`src/rtl/iddmm_pkg.sv`:
```
// Shared types and constants for the interleaved Montgomery multiplier controller.
package iddmm_pkg;

  typedef enum logic [1:0] {
    IDLE  = 2'd0,
    ISSUE = 2'd1,
    DRAIN = 2'd2,
    DONE  = 2'd3
  } iddmm_state_t;

  // Read-to-write-back latency of the word datapath.
  localparam int IDDMM_PIPE_LAT = 28;

endpackage

```
`src/rtl/iddmm_ctrl.sv`:
```
// Outer/inner word-loop sequencer: issues N+1 word reads per outer iteration, then waits for N write-backs.
// Optional abort input when IDDMM_CTRL_ABORT_EN is defined.
module iddmm_ctrl
  import iddmm_pkg::*;
#(
  parameter int K      = 128,
  parameter int N      = 32,
  parameter int ADDR_W = $clog2(N)
) (
  input  logic              clk,
  input  logic              rst_n,
  input  logic              start,
`ifdef IDDMM_CTRL_ABORT_EN
  input  logic              abort,
`endif
  output logic              busy,
  output logic              done,
  output logic              rd_en,
  output logic [ADDR_W-1:0] rd_addr,
  output logic [ADDR_W-1:0] y_rd_addr,
  output logic [ADDR_W:0]   j_cnt,
  input  logic              wr_a_en
);

  localparam logic [ADDR_W:0]   J_LAST  = (ADDR_W+1)'(N);
  localparam logic [ADDR_W:0]   WB_LAST = (ADDR_W+1)'(N - 1);
  localparam logic [ADDR_W:0]   WB_MAX  = (ADDR_W+1)'(N);
  localparam logic [ADDR_W-1:0] I_LAST  = ADDR_W'(N - 1);

  generate
    if (K < 1 || N < 2) begin : g_bad_param
      $error("iddmm_ctrl: K must be >= 1 and N >= 2");
    end
  endgenerate

  iddmm_state_t      state;
  logic [ADDR_W-1:0] i;
  logic [ADDR_W:0]   j;
  logic [ADDR_W:0]   wb_cnt;
  logic [ADDR_W:0]   j_nxt;

  assign j_nxt = j + (ADDR_W+1)'(1);

  always_ff @(posedge clk or negedge rst_n) begin
    if (!rst_n) begin
      state     <= IDLE;
      busy      <= 1'b0;
      done      <= 1'b0;
      rd_en     <= 1'b0;
      rd_addr   <= '0;
      y_rd_addr <= '0;
      j_cnt     <= '0;
      i         <= '0;
      j         <= '0;
      wb_cnt    <= '0;
    end else
`ifdef IDDMM_CTRL_ABORT_EN
    if (abort) begin
      state     <= IDLE;
      busy      <= 1'b0;
      done      <= 1'b0;
      rd_en     <= 1'b0;
      rd_addr   <= '0;
      y_rd_addr <= '0;
      j_cnt     <= '0;
      i         <= '0;
      j         <= '0;
      wb_cnt    <= '0;
    end else
`endif
    begin
      // j_cnt lines up with RAM read data one cycle after the issue.
      j_cnt <= (state == ISSUE) ? j : '0;
      if (busy && wr_a_en && wb_cnt != WB_MAX)
        wb_cnt <= wb_cnt + (ADDR_W+1)'(1);

      case (state)
        IDLE: begin
          done <= 1'b0;
          if (start) begin
            state     <= ISSUE;
            busy      <= 1'b1;
            rd_en     <= 1'b1;
            rd_addr   <= '0;
            y_rd_addr <= '0;
            i         <= '0;
            j         <= '0;
            wb_cnt    <= '0;
          end
        end
        ISSUE: begin
          if (j == J_LAST) begin
            state   <= DRAIN;
            rd_en   <= 1'b0;
            rd_addr <= '0;
          end else begin
            j       <= j_nxt;
            rd_addr <= (j_nxt == J_LAST) ? '0 : j_nxt[ADDR_W-1:0];
          end
        end
        DRAIN: begin
          if (wr_a_en && wb_cnt == WB_LAST) begin
            if (i != I_LAST) begin
              state     <= ISSUE;
              rd_en     <= 1'b1;
              rd_addr   <= '0;
              y_rd_addr <= i + ADDR_W'(1);
              i         <= i + ADDR_W'(1);
              j         <= '0;
              wb_cnt    <= '0;
            end else begin
              state <= DONE;
              busy  <= 1'b0;
              done  <= 1'b1;
            end
          end
        end
        default: begin
          state  <= IDLE;
          done   <= 1'b0;
          i      <= '0;
          j      <= '0;
          wb_cnt <= '0;
        end
      endcase
    end
  end

endmodule
```
`config.mk`:
```
export PLATFORM = sky130hd
export DESIGN_NAME = iddmm_ctrl
export DESIGN_NICKNAME = d
export VERILOG_FILES = /design/src/rtl/iddmm_pkg.sv /design/src/rtl/iddmm_ctrl.sv
export SDC_FILE = /design/constraint.sdc
export NUM_CORES = 1
export LEC_CHECK = 0
export ABC_AREA = 1
export BUFFER_PORTS_ARGS = -buffer_cell sky130_fd_sc_hd__buf_2
export CORE_ASPECT_RATIO = 0.7
export CORE_UTILIZATION = 57
export DETAILED_ROUTE_END_ITERATION = 10
export MAX_ROUTING_LAYER = met4
export PLACE_DENSITY = 0.85
export REMOVE_ABC_BUFFERS = 1
export SYNTH_ARGS = -nofsm -noshare
export SYNTH_HDL_FRONTEND = slang
export SYNTH_SLANG_ARGS = --single-unit
```
`constraint.sdc`:
```
create_clock -name clk -period 2.25 [get_ports clk]
set_clock_uncertainty 0.2 [all_clocks]
set_input_delay 0.225 -clock clk [delete_from_list [all_inputs] [get_ports clk]]
set_output_delay 0.225 -clock clk [all_outputs]
set_load 0.01 [all_outputs]
```
---- Word level (Yosys, flattened, before mapping) ----
Cells that the tools add are included.
word-level totals
  bits in registers ....................... 38
  input bits .............................. 4
  word-level logic and storage cells ...... 78
operators by class
  add/subtract/negate cells ............... 3
  equality and inequality tests ........... 13
  mux-type cells .......................... 37
  bitwise operators ....................... 1
  reduce and logical (&&, ||, !) cells .... 14
operators with widths
  kind                                                                    count
  6-bit two-way mux                                                       9
  6-bit case mux with 3 select lines                                      2
  5-bit two-way mux                                                       7
  5-bit case mux with 3 select lines                                      2
  4-bit AND reduction                                                     5
  6-bit by 1-bit adder with 6-bit output (second input constant)          2
  6-bit equality test (second input constant)                             2
  2-bit != test (second input constant)                                   5
  5-bit case mux with 2 select lines                                      1
  1-bit two-way mux                                                       8
  2-bit two-way mux                                                       4
  6-bit by 5-bit equality test with 1-bit output (second input constant)  1
  6-bit != test (second input constant)                                   1
  2-bit case mux with 3 select lines                                      1
  3-bit AND reduction                                                     2
  5-bit by 1-bit adder with 5-bit output (second input constant)          1
  5-bit != test (second input constant)                                   1
  5-bit AND reduction                                                     1
  1-bit case mux with 2 select lines                                      2
  1-bit logical AND                                                       3
  1-bit case mux with 3 select lines                                      1
  3-bit nonzero test                                                      1
  2-bit by 1-bit equality test with 1-bit output (second input constant)  1
  2-bit equality test (second input constant)                             1
  4 further kinds                                                         4

---- Logic depth before layout (Yosys ltp) ----
  depth after elaboration ................. 6
  depth in mapped cells ................... 11
  mapped depth without buffers ............ 11

---- Worst setup path before layout ----
OpenSTA, ideal clock, no wires.
  kind .................................... reg2reg
  start point ............................. register i[0]
  end point ............................... register i[2]
  library setup time ...................... 0.126 ns
  arrival ................................. 1.432 ns
  setup slack ............................. 0.492 ns
  stages on the path, launching flop included .. 12
  cell sequence ........................... dfrtp_1 > ha_1 > nand2_1 > nor2_1 > ha_1 > nand2_1 > nand2_1 > inv_1 > nand3_4 > buf_6 > nand2_1 > o21ai_2
on the way
  word-level cells in the longest chain between the ends .. 4
ends and longest elaborated chain
  what                                    line               RTL
  start: declaration                      iddmm_ctrl.sv:37   logic [ADDR_W-1:0] i;
  start signal: assignment                iddmm_ctrl.sv:108  i <= i + ADDR_W'(1);
  5-bit by 1-bit adder with 5-bit output  iddmm_ctrl.sv:108
  5-bit two-way mux                       iddmm_ctrl.sv:103  if (i != I_LAST) begin
  5-bit two-way mux                       iddmm_ctrl.sv:102  if (wr_a_en && wb_cnt == WB_LAST) begin
  5-bit case mux with 3 select lines      iddmm_ctrl.sv:77   case (state)
Several ways; a longest one is shown, not always the timed one. The select of a mux whose other input is x is not followed.
A chain may end at the register's enable or synchronous reset.

---- Final worst setup path ----
  start point ............................. register i[0]
  end point ............................... register rd_addr[2]
on the way
  word-level cells in the longest chain between the ends .. 3
ends and longest elaborated chain
  what                           line               RTL
  5-bit != test                  iddmm_ctrl.sv:103
  2-bit != test (no line)        n/a
  4-bit AND reduction (no line)  n/a
  end signal: assignment         iddmm_ctrl.sv:98   rd_addr <= (j_nxt == J_LAST) ? '0 : j_nxt[ADDR_W-1:0];
  end: declaration               iddmm_ctrl.sv:19   output logic [ADDR_W-1:0] rd_addr,
Every way passes these cells.

==> impl_metrics.tcl <==
set metrics [dict create \
    status "finished clean" \
    diodes 0 \
    die_area_um2 3470 \
    cts_tree "built" \
    drtIter0Drc 131 \
    fin_crit_ps 2000 \
    firstDrtPassIters 6 \
    dieHeight_um 49.6 \
    cts_sinks 38 \
    p_leak_nw 1.24 \
    nets 263 \
    cpPeakStageDelay_ps 420 \
    async_flop_share_pct 100 \
    gp_congestion 0.886 \
    wirelength_um 3730 \
    rsz0062_at_grt "no" \
    cp.required_ps 2220 \
    crit_path_start_kind "flip-flop" \
    crit_top_cell "nand2_1" \
    final_hold_viol_count 0 \
    core.rowCount 16 \
    grt_pass1_wl_um 6500 \
    synthCells 225 \
    path_buf_inv 0 \
    drive_above_1_share_pct 16.1 \
    die_w_um 70.0 \
    cp_max_fo 5 \
    synth_edf_count 0 \
    peakVddDrop_mv 0.635 \
    routed_via_density 5.25 \
    place_ws_ps 343 \
    path_clk_slew_ps 70 \
    holdPathStages 4 \
    multiInputGateArea_um2 761 \
    synth_ff_type "dfrtp_1" \
    dp_hpwl_um 2680 \
    post-synth-top-count-cell "nand2_1" \
    synth_cell_types 21 \
    drtAntennaViolNets 0 \
    yosys_warnings 0 \
    grt_max_degree 39 \
    finalNonFillerCells 290 \
    yosys.area.top_type "dfrtp_1" \
    ios 23 \
    port_buffers 22 \
    seq_area_um2 951 \
    setup_violations 0 \
    grt_usage_pct 25.5 \
    grt_pass1_vias 1480 \
    clock_latency_ps 290 \
    start_util_pct 63.1 \
    syn_avg_cell_area_um2 8.20 \
    antenna_found_initial 0 \
    vias 1523 \
    clk_path_buf_depth 2 \
    ys_seq_area_share_pct 51.6 \
    rr_worst_depth 8 \
    synth_seq_cells 38 \
    end_kind "flip-flop" \
    maxSlewHeadroom_pct 46.8 \
    netlist_area_um2 1840 \
    critical_path.cell_chain "ha_1 > nand2_1 > nor2_1 > ha_1 > o21ai_0 > nand3_1 > nand2_1 > nand2_1" \
    synth_common_cells "nand2_1 (81), dfrtp_1 (38), inv_1 (27), nor2_1 (21), nand3_1 (14)" \
    core_um2 2920 \
    syn_to_final_growth_pct 13.6 \
    timing.final.crit_share_pct 88.7 \
    cp_top_family "simple AND/OR/NAND/NOR gates" \
    finalMaxSlewViolations 0 \
    drv_cap 0 \
    cts_repair_resize_count 0 \
    crit_cells 8 \
    hold_path_class "in2reg" \
    cts_setup_buffers 0 \
    setup_tns_ps 0 \
    setup_ws_ps 254 \
    drc_errors 0 \
    cp.arrival_ps 1960 \
    h-tree-depth 2 \
    cts-buffers-inserted 5 \
    slowest_stage "dfrtp_1" \
    fmax_mhz 501 \
    worstSetupPathType "reg2reg" \
    placed_cells 280 \
    wl_per_cell_um 12.8 \
    p_per_area_nw_per_um2 1110 \
    grt.overflow.total 0 \
    clockRootBuffer "clkbuf_8" \
    ys_top_cells_by_area "dfrtp_1 (52%), nand2_1 (16%), inv_1 (5.5%), nor2_1 (4.3%), ha_1 (4.1%)" \
    synth_top_area_share_pct 51.6 \
    worst_pin_slew_ps 798 \
    nFillCells 221 \
]
==> stage by stage <==
step	area, um2	utilization, %	hold slack (ps)	power [W]
after global routing	2090	71.7	258	0.00251
after global placement	1980	67.7	158	0.00180
after floorplan	1820	-	-271	0.00157
after CTS	2090	71.7	222	0.00233
after detailed placement	1980	67.7	164	0.00184
final	2090	71.7	227	0.00233
==> tightest hold or removal path: stages <==
cell and delay (ps):
buf_2 110, nand3_1 130, o21ai_4 130, o21ai_0 90
==> state kept, by name, indices dropped and copies added, names as in the netlist <==
signal	count
rd_addr	5
wb_cnt	6
i	5
done	1
j	6
busy	1
rd_en	1
state	2
y_rd_addr	5
j_cnt	6
==> what timing repair did <==
action | in CTS | in global routing
hold buffers | 2 | 0
endpoints found under the setup margin | 0 | 0
endpoints found under the hold margin | 39 | 0
==> metal layers <==
layer	global-route usage (%)	part of all wire (%)	routed length, um	vias up
met4	10.0	0.78	29	0
met5	-	0	0	-
met3	7.36	6.7	249	7
li1	-	-	-	756
met2	38.0	44	1630	57
met1	33.4	49	1810	703
==> layout make-up <==
type / instances / share of cell area (%)
Multi-Input combinational cell: 154 / 36.3
Inverter: 30 / 5.38
Sequential cell: 38 / 45.4
Tap cell: 36 / 2.15
Clock inverter: 2 / 0.597
Timing Repair Buffer: 24 / 6.21
Clock buffer: 6 / 3.94
==> worst paths after layout <==
kind | slack (ps) | from | to
setup / recovery | 250 | i[0] | rd_addr[2]
hold / removal | 230 | wr_a_en | state[1]
setup reg to reg | 250 | i[0] | rd_addr[2]
hold reg to reg | 270 | rd_en | rd_en
max in group asynchronous | 990 | rst_n | y_rd_addr[2]
min in group asynchronous | 360 | rst_n | wb_cnt[4]
==> cells in the final DEF, fill, tap and decap left out <==
master,count
dlygate4sd3_1,2
ha_1,6
nor2_1,21
clkbuf_8,6
inv_2,3
clkinv_2,1
o21ai_4,1
nand2_1,81
o21ai_2,1
nor3_1,1
dfrtp_1,38
a21oi_1,3
buf_2,22
o211ai_1,1
nand3_4,2
xor2_1,3
nor2_2,2
o21ai_0,11
nand4_1,5
clkinvlp_4,1
inv_1,27
nand3_1,14
nand3_2,2
==> where the power goes <==
part           switching (W)  internal (W)  leakage, nW
Combinational       0.000598      0.000280        0.686
Sequential          0.000138      0.000833        0.506
Clock               0.000237      0.000246       0.0472
Total               0.000973       0.00136         1.24
==> cell families (layout without fill, tap and decap cells) <==
logic type	count (synthesis)	count (layout)	share of synthesized area, %
DFF	38	38	51.6
AOI/OAI and AO/OA	17	17	5.56
xor gates and xnor gates	3	3	1.42
adders and majority gates	6	6	4.07
and+or+nand+nor	128	128	30.2
buffers and inverters	33	62	7.19
No activity file was read; power rests on OpenSTA's default activity.
